**config.mk**
```make
export PLATFORM = sky130hd
export DESIGN_NAME = sprite_animator
export DESIGN_NICKNAME = d
export VERILOG_FILES = /design/src/rtl/sprite_animator.sv
export SDC_FILE = /design/constraint.sdc
export NUM_CORES = 1
export LEC_CHECK = 0
export BUFFER_PORTS_ARGS = -buffer_cell sky130_fd_sc_hd__buf_4
export CELL_PAD_IN_SITES_DETAIL_PLACEMENT = 1
export CELL_PAD_IN_SITES_GLOBAL_PLACEMENT = 2
export CORE_ASPECT_RATIO = 0.9
export CORE_MARGIN = 3
export CORE_UTILIZATION = 28
export DETAILED_ROUTE_END_ITERATION = 8
export GPL_TIMING_DRIVEN = 1
export PLACE_DENSITY_LB_ADDON = 0.12
export SETUP_SLACK_MARGIN = 0.1
export SLEW_MARGIN = 30
export SYNTH_ARGS = -nofsm -noshare
export SYNTH_HDL_FRONTEND = slang
export SYNTH_SLANG_ARGS = --single-unit
```
**constraint.sdc**
```tcl
create_clock -name Clk -period 1.9 [get_ports Clk]
set_input_delay 0.285 -clock Clk [delete_from_list [all_inputs] [get_ports Clk]]
set_output_delay 0.285 -clock Clk [all_outputs]
set_load 0.05 [all_outputs]
```
**src/rtl/sprite_animator.sv**
```systemverilog
// Walk-cycle sequencer: turns vsync rises into frame ticks and steps a 4-frame walk animation.
// sel updates on the 3rd Clk edge after a frame_clk rise; no backpressure, all outputs registered except frame_tick.
module sprite_animator #(
    parameter int unsigned HOLD_FRAMES = 8,
    parameter logic [7:0]  KEY_RIGHT   = 8'd79,
    parameter logic [7:0]  KEY_LEFT    = 8'd80
) (
    input  logic       Clk,
    input  logic       Reset,
    input  logic       frame_clk,
    input  logic [7:0] Keycode,
    output logic [3:0] sel,
    output logic [1:0] frame_idx,
    output logic       walking,
    output logic       facing_left,
    output logic       frame_tick
);

    localparam logic [1:0] ST_IDLE   = 2'd0;
    localparam logic [1:0] ST_WALK_R = 2'd1;
    localparam logic [1:0] ST_WALK_L = 2'd2;

    // A zero hold count is treated as one tick per frame.
    localparam logic [3:0] HOLD_LAST = (HOLD_FRAMES == 0) ? 4'd0 : 4'(HOLD_FRAMES - 1);

    logic       sync1_q, sync2_q, sync3_q;
    logic [1:0] state_q, state_d;
    logic       face_q, face_d;
    logic [1:0] frame_q, frame_d;
    logic [3:0] hold_q, hold_d;
    logic [3:0] sel_q, sel_d;
    logic [1:0] target;

    assign frame_tick = sync2_q & ~sync3_q;

    always_comb begin
        state_d = state_q;
        face_d  = face_q;
        frame_d = frame_q;
        hold_d  = hold_q;
        target  = ST_IDLE;
        if (Keycode == KEY_RIGHT) begin
            target = ST_WALK_R;
        end else if (Keycode == KEY_LEFT) begin
            target = ST_WALK_L;
        end

        if (frame_tick) begin
            state_d = target;
            if (target == ST_IDLE) begin
                frame_d = 2'd0;
                hold_d  = 4'd0;
            end else begin
                face_d = (target == ST_WALK_L);
                if (target != state_q) begin
                    frame_d = 2'd1;
                    hold_d  = 4'd0;
                end else if (hold_q >= HOLD_LAST) begin
                    frame_d = frame_q + 2'd1;
                    hold_d  = 4'd0;
                end else begin
                    hold_d = hold_q + 4'd1;
                end
            end
        end
        // Built from next-state values so sel never lags frame_idx/facing_left.
        sel_d = {(face_d ? 2'b01 : 2'b10), frame_d};
    end

    always_ff @(posedge Clk) begin
        if (!Reset) begin
            sync1_q <= 1'b0;
            sync2_q <= 1'b0;
            sync3_q <= 1'b0;
            state_q <= ST_IDLE;
            face_q  <= 1'b0;
            frame_q <= 2'd0;
            hold_q  <= 4'd0;
            sel_q   <= 4'b1000;
        end else begin
            sync1_q <= frame_clk;
            sync2_q <= sync1_q;
            sync3_q <= sync2_q;
            state_q <= state_d;
            face_q  <= face_d;
            frame_q <= frame_d;
            hold_q  <= hold_d;
            sel_q   <= sel_d;
        end
    end

    assign sel         = sel_q;
    assign frame_idx   = frame_q;
    assign walking     = (state_q != ST_IDLE);
    assign facing_left = face_q;

endmodule

```
==> metrics.csv <==
stage,metric,value,unit
outcome,status,completed,
yosys,synth top area cells,"dfxtp_1, and2_1, nand2_1, nor4b_4, buf_4",
setup_path,WP data arrival,1830,ps
floorplanning,# IOs,20,
grt,total track usage,10.8,%
run,max-cap violations,0,
yosys,#FFs+latches synth,13,
clock_tree,TritonCTS Buffers,3,
grt,largest net degree at the start of global routing,15,
timing,PnR worst setup slack,280,ps
cells_and_area,layout cell share with drive strength beyond 1,32.3,%
yosys,Syn Area/Cell,8.95,sq um
clock_tree,H-tree levels,1,
floorplanning,area of the core,2060,sq um
placed_design,Place WS,96.4,ps
placed_design,PortBufs,19,
power,leakage,0.000356,uW
detailed_routing,vias,585,
floorplanning,Die Span Y,51.8,um
timing,pins over their slew limit,0,
yosys,syn_nets,85,
timing,Worst Skew,2.51,ps
clock_tree,"CTS clk-pin slew, worst paths",80,ps
yosys,sequential share of the synthesized area,39.8,%
timing,Max-slew headroom,67.3,%
yosys,Post-synth EDFFs,0,
detailed_routing,met2 WL,617,um
yosys,leading area contributor after synthesis,dfxtp_1,
timing,fmax,0.617,GHz
clock_tree,postcts setup bufs,0,
placed_design,Placed Instances,114,
yosys,"FFs w/ async S/R, synth",0,%
floorplanning,Die ar.,2950,sq um
yosys,number of warnings issued by yosys,0,
timing,Hold Slack,216,ps
yosys,Yosys top cell area share,39.8,%
cells_and_area,Area Growth Syn to Fin,28.4,%
cells_and_area,diode count,0,
cells_and_area,Finished Layout Cells,118,
detailed_routing,met3 routed WL,115,um
timing,period utilization,85.3,%
setup_path,worst path required time,2110,ps
timing,Final Hold Viols,0,
setup_path,Crit-path slowest cell,nor4_1,
setup_path,Crit Path Class,flop to flop,
placed_design,"Cell Area, Placed",812,sq um
clock_tree,clock buffer depth,2,
yosys,post-synth design cell area,653,sq um
grt,first-pass GRT wire length,2420,um
setup_path,max incr delay on CP,460,ps
yosys,Syn Inst Count,73,
cells_and_area,nets,106,
clock_tree,hold buffer count at cts,0,
detailed_routing,WL/cell,12.0,um
clock_tree,post-CTS resize count,0,
detailed_routing,DRT Pass-1 Iters,3,
worst_hold_path,worst min path class,input port to flop,
grt,Congestion Overflow GR,0,
timing,Final min period,1620,ps
placed_design,GP Congestion,0.744,
power,Worst VDD drop,0.000441,V
clock_tree,Clock Sinks,13,
timing,RSZ-0062 raised after global routing,false,
grt,vias in the first global route,569,
cells_and_area,Layout fillers,253,
floorplanning,Die Span X,56.9,um
floorplanning,FP Rows,15,
yosys,prevailing post-synth register cell,dfxtp_1,
power,PD cells,583,nW/um^2
detailed_routing,Post-Route WL,1420,um
clock_tree,Worst-Skew Late Latency,270,ps
yosys,Netlist cell types,35,
clock_tree,CTS Root Cell,clkbuf_4,
setup_path,nature of the critical path startpoint,flop,
floorplanning,Starting Density,31.6,%
timing,setup total negative slack,0,ps
setup_path,Critical Path End Type,flop,
detailed_routing,Final ANT Viol Nets,0,
timing,Worst-Margin Slew,486,ps
detailed_routing,DRC,0,
clock_tree,CTS tree,done,
grt,initial antenna violation count,0,
setup_path,CP max FO,4,
detailed_routing,highest metal used,met4,
cells_and_area,design area,838,sq um
detailed_routing,Via density,4.96,
detailed_routing,Starting DRT DRC Count,4,
placed_design,DPL Wire Length,1120,um
detailed_routing,met1 wire length,671,um
timing,final setup fails,0,
setup_path,crit-path cells,"inv_1, nor4_1, o211ai_2, or3_1, a21boi_1",
[flip-flops by register name, summed over array words and instances (netlist names)]
name	flops
frame_idx	1
hold_q	4
sel	3
state_q	2
sync1_q	1
sync2_q	1
sync3_q	1
[cells in the final DEF, fill, tap and decap left out, types with 2 or more instances in the layout]
| cell | count |
|---|---|
| nand2b_1 | 2 |
| buf_4 | 21 |
| o21ai_0 | 2 |
| nor2_1 | 2 |
| clkbuf_4 | 3 |
| o31ai_1 | 2 |
| inv_1 | 2 |
| a21boi_1 | 2 |
| nor2b_1 | 2 |
| and2_1 | 7 |
| nand2_1 | 10 |
| dfxtp_1 | 13 |
| a21oi_1 | 2 |
[Yosys cell counts, types with 2 or more instances]
| master | n |
|---|---|
| a21oi_1 | 2 |
| dfxtp_1 | 13 |
| clkbuf_1 | 2 |
| o21ai_0 | 2 |
| a21boi_1 | 2 |
| nor2b_1 | 2 |
| nand2b_1 | 2 |
| and2_1 | 7 |
| nor2_1 | 2 |
| nand2_1 | 10 |
| buf_4 | 3 |
| inv_1 | 2 |
| o31ai_1 | 2 |
[path summary, 6_finish.rpt]
check | slack (ps) | cells past startpoint | end | start
worst min register to register | 440 | 1 | sync2_q | sync1_q
worst max-delay path | 280 | 5 | hold_q[0] | state_q[0]
worst min-delay path | 220 | 2 | sync1_q | frame_clk
worst max register to register | 280 | 5 | hold_q[0] | state_q[0]
[where the power goes]
part | total, uW | internal, uW | switching, uW
Clock | 168 | 81.4 | 87.0
Combinational | 44.7 | 23.2 | 21.5
Sequential | 275 | 275 | 0.671
Total | 488 | 379 | 109
[cell families (layout without fill, tap and decap cells)]
family / Yosys count / after routing / share of synthesized area [%]
muxes: 1 / 1 / 1.53
DFF: 13 / 13 / 39.8
AOI/OAI and AO/OA: 15 / 15 / 16.7
and+or+nand+nor: 35 / 35 / 33.7
adders and majority gates: 1 / 1 / 1.92
buffers and inverters: 8 / 28 / 6.32
[per-stage QoR]
stage	total power [uW]	utilization [%]
finish	488	40.6
global route	520	40.6
CTS	500	40.6
floorplan	301	-
detailed placement	327	39.3
global placement	327	39.3
[routing by layer]
| layer | vias up | global-route usage, % |
|---|---|---|
| met5 | - | 0 |
| met4 | 0 | 3.47 |
| met3 | 2 | 5.96 |
| met2 | 17 | 17.5 |
| met1 | 274 | 12.1 |
| li1 | 292 | - |
[area by class of cell]
type	instances	area [sq um]	area share (%)
clock buffer	4	26.3	3.13
inverter	3	11.3	1.34
multi-input combinational	52	352	41.9
sequential	13	260	31.0
tap	25	31.3	3.73
timing repair buffer	21	158	18.8
[worst max-delay path: cells and delay by family, from the launching register on]
| kind | cells | cell delay, ps |
|---|---|---|
| compound gates | 2 | 340 |
| buf+inv | 1 | 70 |
| flops | 1 | 370 |
| simple gates | 2 | 790 |
No activity file was read; power rests on OpenSTA's default activity.
